==> src/rtl/pool_sched_pkg.sv <==
// Shared state type and sizing helpers for the pooling read sequencer.
package pool_sched_pkg;

    typedef enum logic [1:0] {
        ST_IDLE  = 2'd0,
        ST_RUN   = 2'd1,
        ST_HOLD  = 2'd2,
        ST_DRAIN = 2'd3
    } seq_state_e;

    function automatic int win_size(input int k);
        return k * k;
    endfunction

    function automatic int cnt_w(input int n);
        return (n > 1) ? $clog2(n) : 1;
    endfunction

endpackage

==> src/rtl/pool_sched_dly.sv <==
// Fixed-latency shift line carrying the {eop, en} pair from RAM read to operator input.
module pool_sched_dly #(
    parameter int DELAY = 5
) (
    input  logic       clk,
    input  logic       rst,
    input  logic [1:0] din,
    output logic [1:0] dout
);

    logic [DELAY-1:0][1:0] pipe_q;

    always_ff @(posedge clk or posedge rst) begin
        if (rst) begin
            pipe_q <= '0;
        end else begin
            pipe_q[0] <= din;
            for (int i = 1; i < DELAY; i++) begin
                pipe_q[i] <= pipe_q[i-1];
            end
        end
    end

    assign dout = pipe_q[DELAY-1];

endmodule

==> src/rtl/pool_rd_sequencer.sv <==
// Walks one output row of K x K pooling windows over the row-buffer ring, issuing one read per cycle.
//   state    | meaning
//   IDLE     | waiting for start; all counters at zero
//   RUN      | issuing reads back-to-back
//   HOLD     | parked at a window boundary until out_rdy
//   DRAIN    | last read issued, waiting for it to reach the operator
module pool_rd_sequencer
    import pool_sched_pkg::*;
#(
    parameter int W_IN   = 32,
    parameter int C      = 32,
    parameter int K      = 3,
    parameter int STRIDE = 2,
    parameter int W_OUT  = 16,
    parameter int RING   = 5,
    parameter int ADDR_W = 13,
    parameter int DELAY  = 5
) (
    input  logic              clk,
    input  logic              rst,
    input  logic              start,
    input  logic [2:0]        start_row,
    input  logic              out_rdy,
    output logic              rd_en,
    output logic [ADDR_W-1:0] rd_addr,
    output logic              op_din_en,
    output logic              op_din_eop,
    output logic              busy,
    output logic              done
);

    localparam int OX_W = cnt_w(W_OUT);
    localparam int CH_W = cnt_w(C);
    localparam int K_W  = cnt_w(K);
    localparam int DC_W = cnt_w(DELAY);

    seq_state_e        state_q, state_d;
    logic [OX_W-1:0]   ox_q, ox_d;
    logic [CH_W-1:0]   ch_q, ch_d;
    logic [K_W-1:0]    ky_q, ky_d;
    logic [K_W-1:0]    kx_q, kx_d;
    logic [DC_W-1:0]   dly_cnt_q, dly_cnt_d;
    logic [2:0]        row_q, row_d;
    logic              rd_en_q, rd_en_d;
    logic [ADDR_W-1:0] rd_addr_q, rd_addr_d;
    logic              eop_q, eop_d;
    logic              busy_q, busy_d;
    logic              done_q, done_d;

    logic              accept, active, win_first, issue, last_rd, win_last;
    logic [2:0]        row_base;
    logic [31:0]       row_full, col_full, addr_full;
    logic [1:0]        dly_out;

    assign win_first = (kx_q == '0) && (ky_q == '0);
    assign win_last  = (kx_q == K_W'(K-1)) && (ky_q == K_W'(K-1));
    assign last_rd   = win_last && (ch_q == CH_W'(C-1)) && (ox_q == OX_W'(W_OUT-1));
    // done_q marks the cycle where the FSM is already IDLE but busy is still reported.
    assign accept    = (state_q == ST_IDLE) && start && !done_q;
    assign active    = accept || (state_q == ST_RUN) || (state_q == ST_HOLD);
    assign issue     = active && (!win_first || out_rdy);
    assign row_base  = (state_q == ST_IDLE) ? start_row : row_q;

    always_comb begin
        row_full = 32'(row_base) + 32'(ky_q);
        if (row_full >= 32'(RING)) begin
            row_full = row_full - 32'(RING);
        end
        col_full = 32'(ox_q) * 32'(STRIDE) + 32'(kx_q);
        if (col_full > 32'(W_IN - 1)) begin
            col_full = 32'(W_IN - 1);
        end
        addr_full = (row_full * 32'(W_IN) + col_full) * 32'(C) + 32'(ch_q);
    end

    always_comb begin
        ox_d = ox_q;
        ch_d = ch_q;
        ky_d = ky_q;
        kx_d = kx_q;
        if (issue) begin
            if (kx_q == K_W'(K-1)) begin
                kx_d = '0;
                if (ky_q == K_W'(K-1)) begin
                    ky_d = '0;
                    if (ch_q == CH_W'(C-1)) begin
                        ch_d = '0;
                        ox_d = (ox_q == OX_W'(W_OUT-1)) ? '0 : ox_q + OX_W'(1);
                    end else begin
                        ch_d = ch_q + CH_W'(1);
                    end
                end else begin
                    ky_d = ky_q + K_W'(1);
                end
            end else begin
                kx_d = kx_q + K_W'(1);
            end
        end
    end

    always_comb begin
        state_d   = state_q;
        dly_cnt_d = dly_cnt_q;
        done_d    = 1'b0;
        row_d     = accept ? start_row : row_q;
        if (state_q == ST_DRAIN) begin
            if (dly_cnt_q == '0) begin
                state_d = ST_IDLE;
                done_d  = 1'b1;
            end else begin
                dly_cnt_d = dly_cnt_q - DC_W'(1);
            end
        end else if (active) begin
            if (issue && last_rd) begin
                state_d   = ST_DRAIN;
                dly_cnt_d = DC_W'(DELAY - 1);
            end else if (issue) begin
                state_d = ST_RUN;
            end else begin
                state_d = (state_q == ST_IDLE) ? ST_RUN : ST_HOLD;
            end
        end
        busy_d    = (state_d != ST_IDLE) || done_d;
        rd_en_d   = issue;
        rd_addr_d = issue ? ADDR_W'(addr_full) : rd_addr_q;
        eop_d     = issue && win_last;
    end

    always_ff @(posedge clk or posedge rst) begin
        if (rst) begin
            state_q   <= ST_IDLE;
            ox_q      <= '0;
            ch_q      <= '0;
            ky_q      <= '0;
            kx_q      <= '0;
            dly_cnt_q <= '0;
            row_q     <= '0;
            rd_en_q   <= 1'b0;
            rd_addr_q <= '0;
            eop_q     <= 1'b0;
            busy_q    <= 1'b0;
            done_q    <= 1'b0;
        end else begin
            state_q   <= state_d;
            ox_q      <= ox_d;
            ch_q      <= ch_d;
            ky_q      <= ky_d;
            kx_q      <= kx_d;
            dly_cnt_q <= dly_cnt_d;
            row_q     <= row_d;
            rd_en_q   <= rd_en_d;
            rd_addr_q <= rd_addr_d;
            eop_q     <= eop_d;
            busy_q    <= busy_d;
            done_q    <= done_d;
        end
    end

    pool_sched_dly #(
        .DELAY (DELAY)
    ) u_dly (
        .clk  (clk),
        .rst  (rst),
        .din  ({eop_q, rd_en_q}),
        .dout (dly_out)
    );

    assign rd_en      = rd_en_q;
    assign rd_addr    = rd_addr_q;
    assign op_din_en  = dly_out[0];
    assign op_din_eop = dly_out[1] & dly_out[0];
    assign busy       = busy_q;
    assign done       = done_q;

endmodule

==> config.mk <==
export PLATFORM = sky130hd
export DESIGN_NAME = pool_rd_sequencer
export DESIGN_NICKNAME = d
export VERILOG_FILES = /design/src/rtl/pool_sched_pkg.sv /design/src/rtl/pool_sched_dly.sv /design/src/rtl/pool_rd_sequencer.sv
export SDC_FILE = /design/constraint.sdc
export NUM_CORES = 1
export LEC_CHECK = 0
export CAP_MARGIN = 20
export CORE_UTILIZATION = 50
export CTS_CLUSTER_DIAMETER = 60
export DETAILED_ROUTE_END_ITERATION = 7
export PLACE_DENSITY = 0.72
export RECOVER_POWER = 50
export SYNTH_ARGS = -nofsm -noshare
export SYNTH_HDL_FRONTEND = slang
export SYNTH_SLANG_ARGS = --single-unit
==> constraint.sdc <==
create_clock -name clk -period 3.5 [get_ports clk]
set_input_delay 0.525 -clock clk [delete_from_list [all_inputs] [get_ports clk]]
set_output_delay 0.525 -clock clk [all_outputs]
set_load 0.02 [all_outputs]
# Yosys cells after proc, flatten, opt, wreduce, memory -nomap -nowiden

Index checks and enable logic that the tools add are counted.

Register bits: 48
Input bits: 7
Output and inout port bits: 18
Word-level logic and storage cells: 83

Reductions and logical operators: 26
Add/subtract/negate cells: 10
Multiplexer cells: 19
Order comparisons: 2
Bitwise logic cells: 1
Equal/unequal tests: 8

Operators by type and width:

| kind                                                                             | number |
|---|---|
| 3-bit two-way mux                                                                | 6 |
| 2-bit two-way mux                                                                | 8 |
| 13-bit by 5-bit adder with 13-bit output                                         | 1 |
| 1-bit logical AND                                                                | 9 |
| 8-bit by 6-bit adder with 8-bit output                                           | 1 |
| 2-bit == test (second input constant)                                            | 4 |
| 5-bit by 2-bit adder with 6-bit output                                           | 1 |
| 6-bit by 5-bit greater-than comparator with 1-bit output (second input constant) | 1 |
| 2-bit zero test                                                                  | 3 |
| 6-bit two-way mux                                                                | 1 |
| 3-bit AND reduction                                                              | 2 |
| 2-bit nonzero test                                                               | 3 |
| 5-bit by 1-bit adder with 5-bit output (second input constant)                   | 1 |
| 5-bit == test (second input constant)                                            | 1 |
| 5-bit two-way mux                                                                | 1 |
| 2-bit by 1-bit adder with 2-bit output (second input constant)                   | 2 |
| 3-bit by 2-bit adder with 4-bit output                                           | 1 |
| 4-bit by 1-bit adder with 4-bit output (second input constant)                   | 1 |
| 4-bit == test (second input constant)                                            | 1 |
| 4-bit by 3-bit >= comparator with 1-bit output (second input constant)           | 1 |
| 1-bit logical OR                                                                 | 4 |
| 4-bit two-way mux                                                                | 1 |
| 4-bit AND reduction                                                              | 1 |
| 3-bit zero test                                                                  | 1 |
| 8 further kinds                                                                  | 10 |

# Logic depth before layout (Yosys ltp)

Word-level depth: 12
Mapped depth: 14
Gate-level depth less buffers: 13

# Cells and area by module

A second synthesis with hierarchy kept.

Cells, all modules: 209
Area, all modules: 2321.0 um^2

Modules (own cells, without submodules):

| module            | times used | sequential area each (um^2) | area each (um^2) | cells an instance |
|---|---|---|---|---|
| pool_rd_sequencer | 1          | 950.9                       | 2052.0           | 196 |
| pool_sched_dly    | 1          | 250.2                       | 269.0            | 13 |

# Worst setup path before layout

No wires, ideal clock.

Path kind: reg-to-reg
From: register state_q[1]
To: register rd_addr_q[11] (netlist: rd_addr[11])
Arrival time: 2.940 ns
Required time: 3.375 ns
Clock period less this slack: 3.065 ns
Stages on the path, launching flop included: 14
Setup time: 0.125 ns
Slack: 0.435 ns
Buffers on the path: 1
Cells stage by stage: dfrtp_1 buf_6 or2_2 mux2_2 ha_1 inv_1 fa_1 ha_1 nand2b_1 nor2_1 mux2i_1 nand3_1 ha_1 mux2_2

Word-level cells in the longest chain between the ends: 7
Elaborated cells between the ends (all ways): 15
Those cells by class: add/sub: 4; order compare: 1; eq/ne: 2; mux: 2; reduce/logical: 6

RTL lines:

| item                                                                                      | line                                             | text |
|---|---|---|
| start: declaration                                                                        | pool_rd_sequencer.sv:37                          | `seq_state_e state_q, state_d;` |
| start signal: assignment                                                                  | pool_rd_sequencer.sv:144                         | `state_q <= state_d;` |
| 2-bit zero test *                                                                         | pool_rd_sequencer.sv:62                          | `assign row_base = (state_q == ST_IDLE) ? start_row : row_q;` |
| 3-bit two-way mux *                                                                       | pool_rd_sequencer.sv:62                          |  |
| 3-bit by 2-bit adder with 4-bit output *                                                  | pool_rd_sequencer.sv:65                          | `row_full = 32'(row_base) + 32'(ky_q);` |
| 4-bit by 3-bit >= comparator with 1-bit output / 3-bit subtractor (equally long branches) | pool_rd_sequencer.sv:66, pool_rd_sequencer.sv:67 |  |
| 3-bit two-way mux *                                                                       | pool_rd_sequencer.sv:66                          | `if (row_full >= 32'(RING)) begin` |
| 8-bit by 6-bit adder with 8-bit output *                                                  | pool_rd_sequencer.sv:73                          | `addr_full = (row_full * 32'(W_IN) + col_full) * 32'(C) + 32'(ch_q);` |
| 13-bit by 5-bit adder with 13-bit output *                                                | pool_rd_sequencer.sv:73                          |  |
| named net addr_full[11]                                                                   | pool_rd_sequencer.sv:52                          | `logic [31:0] row_full, col_full, addr_full;` |
| end signal: assignment                                                                    | pool_rd_sequencer.sv:152                         | `rd_addr_q <= rd_addr_d;` |
| end: declaration                                                                          | pool_rd_sequencer.sv:45                          | `logic [ADDR_W-1:0] rd_addr_q, rd_addr_d;` |

Mark *: on every way through the listed nets, which the timed path passes. The rest lies on a longest branch.
A chain may end at the register's enable or synchronous reset.

# Worst setup path in the final report

From: register state_q[0]
To: register rd_addr_q[11] (netlist: rd_addr[11])

The elaborated chain is that of the path after synthesis.

==> flow_summary_export.csv <==
group,metric,value,unit
global_route,grt_pass1_vias,1504,
flow_run,maxCapViolations,1,
clocking,cts_resized,0,
yosys,netlist_top_cells_count,"dfrtp_1 (48), mux2_2 (17), nand2_1 (16)",
placed_design,place_congestion,0.794,
yosys,synthesis.nets,223,
yosys,yosys.area.top_type,"dfrtp_1",
timing,rsz0062_at_grt,"no",
drt,dr.first_iter.drc_count,53,
clocking,cts_tree,"yes",
global_route,grt_pass1_wl,6870,um
die,design.portCount,25,
critical_path,crit_path_end_kind,"register",
power_and_ir_drop,powerDensity,913,mW/mm^2
timing,holdWs,353,ps
placed_design,io_buffers,24,
cells_and_area,nFillCells,357,
global_route,gr-total-overflow,0,
timing,period_share,92.5,%
outcome,status,"complete, but fails checks",
placed_design,place_hpwl,2670,um
yosys,yosysWarningCount,0,
yosys,synth-async-reset-ratio,100,%
critical_path,crit_type,"register to register",
critical_path,cp_max_fo,9,
cells_and_area,synthToLayoutAreaGrowth,16.1,%
yosys,syn_inst,202,
yosys,synth_edf_count,0,
die,core_area,0.00441,sq mm
power_and_ir_drop,ir_drop,0.394,mV
die,initial_core_util,52.6,%
cells_and_area,antennaDiodeCount,0,
yosys,synth.area.top_cells,"dfrtp_1 (52%), mux2_2 (8.2%), ha_1 (7.0%)",
clocking,cts_setup_buffers,0,
drt,drcViolationCount,0,
cells_and_area,multi_input_area,0.00104,sq mm
critical_path,r2r_slack,260,ps
timing,post-route-min-period,3240,ps
global_route,grt_max_degree,49,
timing,max_slew_margin,-36.3,%
yosys,ys.flop_type,"dfrtp_1",
drt,vias_per_cell,5.56,
yosys,synth.distinct_cells,50,
power_and_ir_drop,combPwrFrac,51.6,%
clocking,clk_pin_slew,80,ps
critical_path,critPathRequiredTime,3690,ps
yosys,yosysTopAreaCellShare,51.8,%
drt,drtAntennaViolNets,0,
critical_path,worst_ep_arrival_time,3420,ps
yosys,syn_avg_cell_area,11.5,sq um
drt,drt-total-wl,3950,um
outcome,violations,"max-capacitance violations, max-slew violations",
global_route,grt_usage,17.9,%
timing,fin_tns_setup,0,ps
cells_and_area,register_area,0.00120,sq mm
placed_design,dp_cells,273,
die,die_w,70.1,um
yosys,ys_seq_area_share,51.8,%
cells_and_area,layoutNonFillerInstCount,282,
placed_design,pre_cts_ws,176,ps
clocking,root_buffer,"clkbuf_8",
drt,dr.pass1.iters,4,
power_and_ir_drop,p_sw_share,38.6,%
timing,hold_viol,0,
critical_path,worstSetupStartpointType,"register",
power_and_ir_drop,leakage,1.21,nW
power_and_ir_drop,intPower,1.51,mW
yosys,yosys.cell_count.top_type,"dfrtp_1",
min_path,hp-class,"register to register",
die,die_h,70.1,um
power_and_ir_drop,power_switching,0.949,mW
timing,setup_slack,261,ps
die,rows,24,
timing,tightest_slew,2040,ps
power_and_ir_drop,clock_power_share,13.7,%
cells_and_area,nets,250,
clocking,insertion_delay,300,ps
drt,wl_per_cell,14.0,um
cells_and_area,layout-drive-gt1-share,14.3,%
clocking,cts.sinks,48,
timing,fin_skew,8.69,ps
timing,fmax,0.309,GHz
clocking,htree_levels,2,
clocking,cts_buffer_depth,2,
power_and_ir_drop,finalPower,2.46,mW
timing,finalSetupViolCount,0,
die,dieArea,0.00492,sq mm
yosys,syn_area,0.00232,sq mm
clocking,cts_hold_buf,0,
power_and_ir_drop,p_seq_share,34.8,%
clocking,numCtsBuffers,5,
drt,via_count,1568,
global_route,antenna_found_initial,0,
yosys,ys_seq_elements,48,
timing,final_max_slew_viol_count,47,
[cell type report]
cell class | instances | area share (%)
flip-flops and latches | 48 | 44.6
multi-input cells | 137 | 38.4
repair buffers | 26 | 9.56
clock buffers | 7 | 3.20
well taps | 52 | 2.41
inverters | 11 | 1.53
clock inverters | 1 | 0.279
[kinds of logic after synthesis]
logic type / share of synthesized area [%]
and+or+nand+nor: 14.6
DFF: 51.8
AOI/OAI and AO/OA: 10.9
muxes: 9.97
buffers and inverters: 3.61
adders and majority gates: 7.87
xor gates and xnor gates: 1.13
other: 0.162
[cell usage in the layout (no fill, tap or decap), types with 2 or more instances in the layout]
cell / synthesis / layout
a21oi_1: 6 / 6
a21oi_2: 2 / 2
a31oi_1: 4 / 4
and2_1: 3 / 3
and3_1: 3 / 3
clkbuf_8: 0 / 6
clkdlybuf4s50_1: 0 / 23
dfrtp_1: 48 / 48
ha_1: 13 / 13
inv_1: 10 / 10
mux2_2: 17 / 17
mux2i_1: 4 / 4
nand2_1: 16 / 16
nand2b_1: 6 / 6
nand3_1: 7 / 7
nand4b_1: 2 / 2
nor2_1: 13 / 13
nor2b_1: 4 / 4
nor3_1: 2 / 2
nor4_1: 2 / 2
o211ai_1: 2 / 2
o21ai_0: 5 / 5
xnor2_1: 2 / 2
[critical path, cell delays in order (launching register included)]
cell and delay [ps]:
dfrtp_1 470, or2_2 380, mux2_2 300, ha_1 200
inv_1 70, fa_1 460, ha_1 280, nand2b_1 150
nor2_1 60, mux2i_1 130, nand3_1 100, ha_1 290
mux2_2 250
[metal layers]
layer	part of all wire [%]	up-vias	global-route usage, %
li1	-	764	-
met2	46	34	27.7
met4	1.9	0	8.00
met3	4.0	8	4.91
met5	0	-	0
met1	48	762	23.8
[final timing paths]
kind,start,endpoint,cells after the start
setup / recovery,state_q[0],rd_addr[11],12
hold / removal,u_dly.pipe_q[6],u_dly.dout[0],0
setup reg to reg,state_q[0],rd_addr[11],12
hold reg to reg,u_dly.pipe_q[6],u_dly.dout[0],0
max in group asynchronous,rst,ox_q[0],3
min in group asynchronous,rst,row_q[1],2
[stage by stage]
stage / util (%) / cell area [sq um]
after CTS: 60.8 / 2690
after floorplan: - / 2320
after global placement: 58.7 / 2590
final: 61.1 / 2700
after global routing: 61.1 / 2700
after detailed placement: 58.7 / 2590
[flip-flops by register name (all words and copies together), names as in the netlist]
name,cells
rd_en,1
ky_q,2
done,1
kx_q,2
busy,1
dly_cnt_q,3
state_q,2
ox_q,4
rd_addr,13
u_dly.dout,2
eop_q,1
u_dly.pipe_q,8
ch_q,5
row_q,3
[power by group through the flow]
stage	registers [mW]	clock network [mW]	logic, mW
after CTS	0.856	0.351	1.27
final	0.856	0.336	1.27
after global routing	0.882	0.375	1.42
after global placement	0.861	0	1.23
after detailed placement	0.866	0	1.26
after floorplan	0.915	0	0.927
No activity file was read; power rests on OpenSTA's default activity.
